File: src/rtl/tmds_pkg.sv
// tmds_pkg: shared TMDS definitions for the encoder/decoder pair.
// Contents: TMDS_WORD_W, the four CTRL_TOKEN_* control tokens, the alignment
// state enum and an is_token() helper.
package tmds_pkg;

    localparam int TMDS_WORD_W = 10;

    // Control tokens as sent on the wire: bit 0 is transmitted first.
    localparam logic [TMDS_WORD_W-1:0] CTRL_TOKEN_0 = 10'b1101010100;
    localparam logic [TMDS_WORD_W-1:0] CTRL_TOKEN_1 = 10'b0010101011;
    localparam logic [TMDS_WORD_W-1:0] CTRL_TOKEN_2 = 10'b0101010100;
    localparam logic [TMDS_WORD_W-1:0] CTRL_TOKEN_3 = 10'b1010101011;

    typedef enum logic [1:0] {
        SEARCH,
        SETTLE,
        LOCKED
    } align_state_t;

    function automatic logic is_token(input logic [TMDS_WORD_W-1:0] w);
        return (w == CTRL_TOKEN_0) || (w == CTRL_TOKEN_1) ||
               (w == CTRL_TOKEN_2) || (w == CTRL_TOKEN_3);
    endfunction

endpackage

File: src/rtl/tmds_word_aligner.sv
// tmds_word_aligner: sliding 10-bit window over the deserialized stream plus
// the SEARCH/SETTLE/LOCKED alignment FSM driven by control-token detection.
// Ports:
//   clk, rst_n  - pixel clock, asynchronous active-low reset
//   i_din       - raw deserialized word, bit 0 received first
//   o_word_al   - registered, aligned 10-bit word
//   o_locked    - alignment established
//   o_offset    - current window offset, 0..9
module tmds_word_aligner
    import tmds_pkg::*;
#(
    parameter int LOCK_TOKENS  = 8,
    parameter int SEARCH_WORDS = 1024,
    parameter int LOCK_TIMEOUT = 4096
) (
    input  logic                   clk,
    input  logic                   rst_n,
    input  logic [TMDS_WORD_W-1:0] i_din,
    output logic [TMDS_WORD_W-1:0] o_word_al,
    output logic                   o_locked,
    output logic [3:0]             o_offset
);

    localparam int CNT_W = $clog2(SEARCH_WORDS > LOCK_TIMEOUT ? SEARCH_WORDS : LOCK_TIMEOUT) + 1;

    logic [TMDS_WORD_W-1:0] r_din_prev;
    logic [TMDS_WORD_W-1:0] r_word_al;
    align_state_t           r_state;
    logic [3:0]             r_offset;
    logic [CNT_W-1:0]       r_tok_run;
    logic [CNT_W-1:0]       r_idle;
    logic                   r_settle;

    logic [TMDS_WORD_W-1:0] w_win;
    logic                   w_tok;
    align_state_t           w_state_nx;
    logic [3:0]             w_offset_nx;
    logic [CNT_W-1:0]       w_tok_nx;
    logic [CNT_W-1:0]       w_idle_nx;
    logic                   w_settle_nx;

    function automatic logic [CNT_W-1:0] sat_inc(input logic [CNT_W-1:0] v);
        return (&v) ? v : v + 1'b1;
    endfunction

    // The window spans the incoming word and the previous one, so offset 0
    // selects the previous word and a word reaches the decoder outputs three
    // edges after it is presented.
    assign w_win = TMDS_WORD_W'({i_din, r_din_prev} >> r_offset);
    assign w_tok = is_token(r_word_al);

    always_ff @(posedge clk or negedge rst_n) begin
        if (!rst_n) begin
            r_din_prev <= '0;
            r_word_al  <= '0;
            r_state    <= SEARCH;
            r_offset   <= '0;
            r_tok_run  <= '0;
            r_idle     <= '0;
            r_settle   <= 1'b0;
        end else begin
            r_din_prev <= i_din;
            r_word_al  <= w_win;
            r_state    <= w_state_nx;
            r_offset   <= w_offset_nx;
            r_tok_run  <= w_tok_nx;
            r_idle     <= w_idle_nx;
            r_settle   <= w_settle_nx;
        end
    end

    // A token always takes priority over a terminal idle count, so a token
    // arriving on the last idle word prevents the slip or unlock.
    always_comb begin
        w_state_nx  = r_state;
        w_offset_nx = r_offset;
        w_tok_nx    = r_tok_run;
        w_idle_nx   = r_idle;
        w_settle_nx = 1'b0;
        case (r_state)
            SEARCH: begin
                if (w_tok) begin
                    w_idle_nx = '0;
                    w_tok_nx  = sat_inc(r_tok_run);
                    if (r_tok_run == CNT_W'(LOCK_TOKENS - 1)) begin
                        w_state_nx = LOCKED;
                        w_tok_nx   = '0;
                    end
                end else if (r_idle == CNT_W'(SEARCH_WORDS - 1)) begin
                    w_state_nx  = SETTLE;
                    w_offset_nx = (r_offset == 4'd9) ? 4'd0 : r_offset + 4'd1;
                    w_tok_nx    = '0;
                    w_idle_nx   = '0;
                end else begin
                    w_tok_nx  = '0;
                    w_idle_nx = sat_inc(r_idle);
                end
            end
            // Two frozen cycles flush words built with the old offset.
            SETTLE: begin
                w_settle_nx = ~r_settle;
                if (r_settle) w_state_nx = SEARCH;
            end
            LOCKED: begin
                if (w_tok) begin
                    w_idle_nx = '0;
                end else if (r_idle == CNT_W'(LOCK_TIMEOUT - 1)) begin
                    w_state_nx = SEARCH;
                    w_tok_nx   = '0;
                    w_idle_nx  = '0;
                end else begin
                    w_idle_nx = sat_inc(r_idle);
                end
            end
            default: w_state_nx = SEARCH;
        endcase
    end

    assign o_word_al = r_word_al;
    assign o_locked  = (r_state == LOCKED);
    assign o_offset  = r_offset;

endmodule

File: src/rtl/tmds_decoder.sv
// tmds_decoder: one TMDS receive channel - word alignment, 10b->8b decode,
// data_en and ctrl0/ctrl1 recovery.
// Ports:
//   clk, rst_n            - pixel clock, asynchronous active-low reset
//   din                   - raw deserialized word, bit 0 received first
//   data_out, data_en     - decoded pixel byte and its valid flag
//   ctrl0_out, ctrl1_out  - recovered control bits (held during data)
//   locked, slip_offset   - alignment status and current window offset
// Optional (macro TMDS_DECODER_LOSS_CNT_EN):
//   loss_clr              - synchronous clear of loss_cnt
//   loss_cnt              - saturating count of lock losses
module tmds_decoder
    import tmds_pkg::*;
#(
    parameter int LOCK_TOKENS  = 8,
    parameter int SEARCH_WORDS = 1024,
    parameter int LOCK_TIMEOUT = 4096
) (
    input  logic                   clk,
    input  logic                   rst_n,
    input  logic [TMDS_WORD_W-1:0] din,
`ifdef TMDS_DECODER_LOSS_CNT_EN
    input  logic                   loss_clr,
    output logic [15:0]            loss_cnt,
`endif
    output logic [7:0]             data_out,
    output logic                   data_en,
    output logic                   ctrl0_out,
    output logic                   ctrl1_out,
    output logic                   locked,
    output logic [3:0]             slip_offset
);

    logic [TMDS_WORD_W-1:0] w_al;
    logic                   w_locked;
    logic [3:0]             w_offset;
    logic [7:0]             w_q;
    logic [6:0]             w_x;
    logic [7:0]             w_dec;
    logic                   w_is_tok;
    logic [1:0]             w_ctrl;

    logic [7:0]             r_data_out;
    logic                   r_data_en;
    logic                   r_ctrl0;
    logic                   r_ctrl1;

    tmds_word_aligner #(
        .LOCK_TOKENS (LOCK_TOKENS),
        .SEARCH_WORDS(SEARCH_WORDS),
        .LOCK_TIMEOUT(LOCK_TIMEOUT)
    ) u_aligner (
        .clk      (clk),
        .rst_n    (rst_n),
        .i_din    (din),
        .o_word_al(w_al),
        .o_locked (w_locked),
        .o_offset (w_offset)
    );

    // Bit 9 flags inverted data, bit 8 selects XOR (1) or XNOR (0) chaining.
    assign w_q   = w_al[9] ? ~w_al[7:0] : w_al[7:0];
    assign w_x   = w_q[7:1] ^ w_q[6:0];
    assign w_dec = {w_al[8] ? w_x : ~w_x, w_q[0]};

    assign w_is_tok = is_token(w_al);
    assign w_ctrl   = (w_al == CTRL_TOKEN_1) ? 2'b01 :
                      (w_al == CTRL_TOKEN_2) ? 2'b10 :
                      (w_al == CTRL_TOKEN_3) ? 2'b11 : 2'b00;

    always_ff @(posedge clk or negedge rst_n) begin
        if (!rst_n) begin
            r_data_out <= '0;
            r_data_en  <= 1'b0;
            r_ctrl0    <= 1'b0;
            r_ctrl1    <= 1'b0;
        end else if (!w_locked) begin
            r_data_out <= '0;
            r_data_en  <= 1'b0;
            r_ctrl0    <= 1'b0;
            r_ctrl1    <= 1'b0;
        end else if (w_is_tok) begin
            r_data_out <= '0;
            r_data_en  <= 1'b0;
            {r_ctrl1, r_ctrl0} <= w_ctrl;
        end else begin
            r_data_out <= w_dec;
            r_data_en  <= 1'b1;
        end
    end

`ifdef TMDS_DECODER_LOSS_CNT_EN
    logic        r_locked_d;
    logic [15:0] r_loss_cnt;

    // A falling edge of locked marks a LOCKED->SEARCH transition; reset
    // clears both registers so it never counts as a loss.
    always_ff @(posedge clk or negedge rst_n) begin
        if (!rst_n) begin
            r_locked_d <= 1'b0;
            r_loss_cnt <= '0;
        end else begin
            r_locked_d <= w_locked;
            if (loss_clr) r_loss_cnt <= '0;
            else if (r_locked_d && !w_locked && !(&r_loss_cnt)) r_loss_cnt <= r_loss_cnt + 16'd1;
        end
    end

    assign loss_cnt = r_loss_cnt;
`endif

    assign data_out    = r_data_out;
    assign data_en     = r_data_en;
    assign ctrl0_out   = r_ctrl0;
    assign ctrl1_out   = r_ctrl1;
    assign locked      = w_locked;
    assign slip_offset = w_offset;

endmodule

File: config.mk
export PLATFORM = sky130hd
export DESIGN_NAME = tmds_decoder
export DESIGN_NICKNAME = d
export VERILOG_FILES = /design/src/rtl/tmds_pkg.sv /design/src/rtl/tmds_word_aligner.sv /design/src/rtl/tmds_decoder.sv
export SDC_FILE = /design/constraint.sdc
export NUM_CORES = 1
export LEC_CHECK = 0
export ABC_AREA = 1
export CAP_MARGIN = 25
export CORE_ASPECT_RATIO = 1.75
export CORE_MARGIN = 1.5
export CORE_UTILIZATION = 54
export DETAILED_ROUTE_END_ITERATION = 10
export PLACE_DENSITY_LB_ADDON = 0.1
export SYNTH_ARGS = -nofsm -noshare
export SYNTH_HDL_FRONTEND = slang
export SYNTH_SLANG_ARGS = --single-unit
export TNS_END_PERCENT = 20
File: constraint.sdc
create_clock -name clk -period 1.7 [get_ports clk]
set_input_delay 0.34 -clock clk [delete_from_list [all_inputs] [get_ports clk]]
set_output_delay 0.34 -clock clk [all_outputs]
set_load 0.05 [all_outputs]
==> impl_metrics.toml <==
[clock_tree]
cts.clk_slew.worst_paths_ns = 0.05
cts_tree = "done"
cts_buffers = 9
cts_hold_buffers = 0
clkLatencyLatePin_ns = 0.34
h-tree-depth = 3
cts.path.max_buffers = 2
clock-sinks = 64
clock-root-buffer = "clkbuf_16"

[final_layout]
n_antenna_cell = 0
nets = 691
drive_gt1_frac = 0.2033
fin_util = 0.6985
area_growth_pct = 24.71
stdcell_count = 762

[timing]
fmax_ghz = 0.5799
finalCritPeriodShare = 1.014
worst_slack_ns = -0.02434
rsz0062_at_grt = "yes"
max-slew-margin-rel = 0.7186
fin_hold_ws_ns = 0.01837
clock_skew_ns = 0.005994
finalSetupViolCount = 4
hold_viol = 0
fin_crit_ns = 1.724
worstMarginPinSlew_ns = 0.4205
drv_slew = 0

[worst_setup_path]
critPathMaxFanout = 6
end_kind = "register"
worstPathRequired_ns = 1.97
critPathLaunchType = "register"
critPathKind = "reg -> reg"
worst_ep_arrival_time_ns = 2.00

[placement]
portBuffers = 27
place.detailed.hpwl_mm = 7.217
dp_cells = 741
place_congestion = 0.8818

[drt]
wl_met3_um = 325
drc = 0
routed_via_density = 5.337
firstDrtPassIters = 7
antenna_left = 0
wl_met2_mm = 5.572
drtIter0Drc = 178
met1_length_mm = 4.113
vias = 4067
routed_wl_mm = 10.13
wl_per_cell_um = 13.30
top_layer = "met4"

[power]
p_leak_uw = 0.002726
p_per_area_mw_per_mm2 = 923.8
vdd_drop_max_mv = 0.5968
p_total_uw = 4917

[global_route]
grt.total_usage = 0.2502
grt_first_pass_wirelength_mm = 17.06
grt_pass1_vias = 3849
grt_antenna_before_repair = 0
grt.overflow.total = 0
grt_max_degree = 65

[logic_synthesis]
syn_inst = 608
seq_area_frac_synth = 0.3753
synth.area.top_cells = "dfrtp_1 38%, nand2_1 16%, nand3_1 8.9%"
synth.most_common_cell = "nand2_1"
syn_nets = 630
synth_edf_count = 0
yosysUniqueCellTypes = 35
yosysTopAreaCell = "dfrtp_1"
synth.avg_cell_area_um2 = 7.019
synthArstFlopShare = 1.000
synth-main-ff-cell = "dfrtp_1"
synth_top_cell_area_share = 0.3753
ys_ff_latch = 64
synth_commonest_cells = "184 x nand2_1, 76 x nand3_1, 73 x nor2_1"
yosysWarnings = 0
netlist_area_mm2 = 0.004268

[min_path]
hp-class = "in -> async"

[floorplan]
die_h_um = 120.6
placementRows = 42
die_area_mm2 = 0.008466
fp.dieW_um = 70.20
ios = 28
core-area_mm2 = 0.007620
start_util = 0.5601

[run_status]
status = "finished with violations"
failed_checks = "setup timing"

[run]
maxCapViolCount = 0
## metrics by stage
step,area [um2],setup WS (ns),setup TNS (ns)
2_1_floorplan,4268,0.02778,0
3_3_place_gp,4881,-0.02943,-0.1347
3_5_place_dp,4881,-0.07229,-1.036
4_1_cts,5221,-0.006954,-0.008050
5_1_grt,5323,-0.1150,-1.736
6_report,5323,-0.02434,-0.04919
## layout make-up
| class | count | area, um2 |
|---|---|---|
| multi-input cells | 464 | 2419 |
| fillers | 637 | 2297 |
| flip-flops and latches | 64 | 1602 |
| repair buffers | 70 | 668.1 |
| clock buffers | 11 | 242.7 |
| inverters | 60 | 225.2 |
| well taps | 88 | 110.1 |
| clock inverters | 5 | 56.30 |
## worst max-delay path, stage by stage (launching register included)
cell	delay (ns)
dfrtp_1	0.38
inv_1	0.08
ha_1	0.18
nand2_2	0.07
nor2_4	0.15
nand2_4	0.09
nand2_8	0.10
nand2_4	0.06
nor2_4	0.16
nand2_4	0.13
nand2_4	0.15
nand2_1	0.06
nand2_1	0.06
## placed cells by master (no fill, tap or decap), types with 4 or more instances in the layout
| cell | instances |
|---|---|
| inv_2 | 8 |
| dfrtp_1 | 64 |
| buf_4 | 48 |
| nor2_1 | 69 |
| nor2_4 | 6 |
| clkbuf_16 | 9 |
| inv_1 | 52 |
| or2_2 | 4 |
| xor2_1 | 9 |
| clkdlybuf4s50_1 | 10 |
| buf_12 | 9 |
| nand3_1 | 76 |
| nor2_2 | 8 |
| nand4_1 | 10 |
| nand2_4 | 8 |
| o21ai_0 | 34 |
| nand2_1 | 175 |
| nand2_2 | 20 |
| ha_1 | 8 |
| a21oi_1 | 4 |
| xnor2_1 | 9 |
| nor3_1 | 5 |
## path summary, 6_finish.rpt
kind	startpoint	to	slack, ns	cells after the start
worst max register to register	u_aligner.o_word_al[2]$_DFF_PN0_	u_aligner.r_tok_run[9]$_DFFE_PN0P_	-0.02	12
worst min register to register	u_aligner.r_settle$_DFF_PN0_	u_aligner.r_settle$_DFF_PN0_	0.41	1
max in group asynchronous	rst_n	u_aligner.r_tok_run[11]$_DFFE_PN0P_	1.41	2
worst max-delay path	u_aligner.o_word_al[2]$_DFF_PN0_	u_aligner.r_tok_run[9]$_DFFE_PN0P_	-0.02	12
min in group clk	u_aligner.r_settle$_DFF_PN0_	u_aligner.r_settle$_DFF_PN0_	0.41	1
worst min-delay path	rst_n	data_out[5]$_DFF_PN0_	0.02	2
## registers in the layout (all words and copies together) (netlist names)
signal                count
data_out                  8
u_aligner.r_din_prev     10
u_aligner.o_word_al      10
u_aligner.o_offset        4
u_aligner.r_tok_run      13
ctrl1_out                 1
u_aligner.r_state         2
u_aligner.r_idle         13
u_aligner.r_settle        1
ctrl0_out                 1
data_en                   1
## timing repair
action	in CTS	in global routing
pin swaps	5	7
buffers inserted	1	2
cloned	0	2
setup endpoints to repair	23	38
resized for setup	7	20
## per-layer routing
metal  vias to the layer above  global-route usage
li1                       2053                   -
met1                      1908              0.2900
met2                        93              0.4518
met3                        13             0.03500
met4                         0              0.1118
met5                         -                   0
## kinds of logic (layout without fill, tap and decap cells)
group	after synthesis	count (layout)	synth area share
adders and majority gates	10	10	0.02932
xor gates and xnor gates	18	18	0.03694
and+or+nand+nor	389	391	0.4175
DFF	64	64	0.3753
AOI/OAI and AO/OA	45	45	0.05658
buffers and inverters	82	146	0.08444
## power breakdown
part / leakage (uW) / total, uW / internal [uW] / switching, uW
Clock: 0.000145 / 1860 / 1170 / 685
Sequential: 0.000834 / 1780 / 1650 / 129
Combinational: 0.00175 / 1280 / 518 / 762
Total: 0.00273 / 4920 / 3340 / 1580
Power figures use the tool's default switching activity.
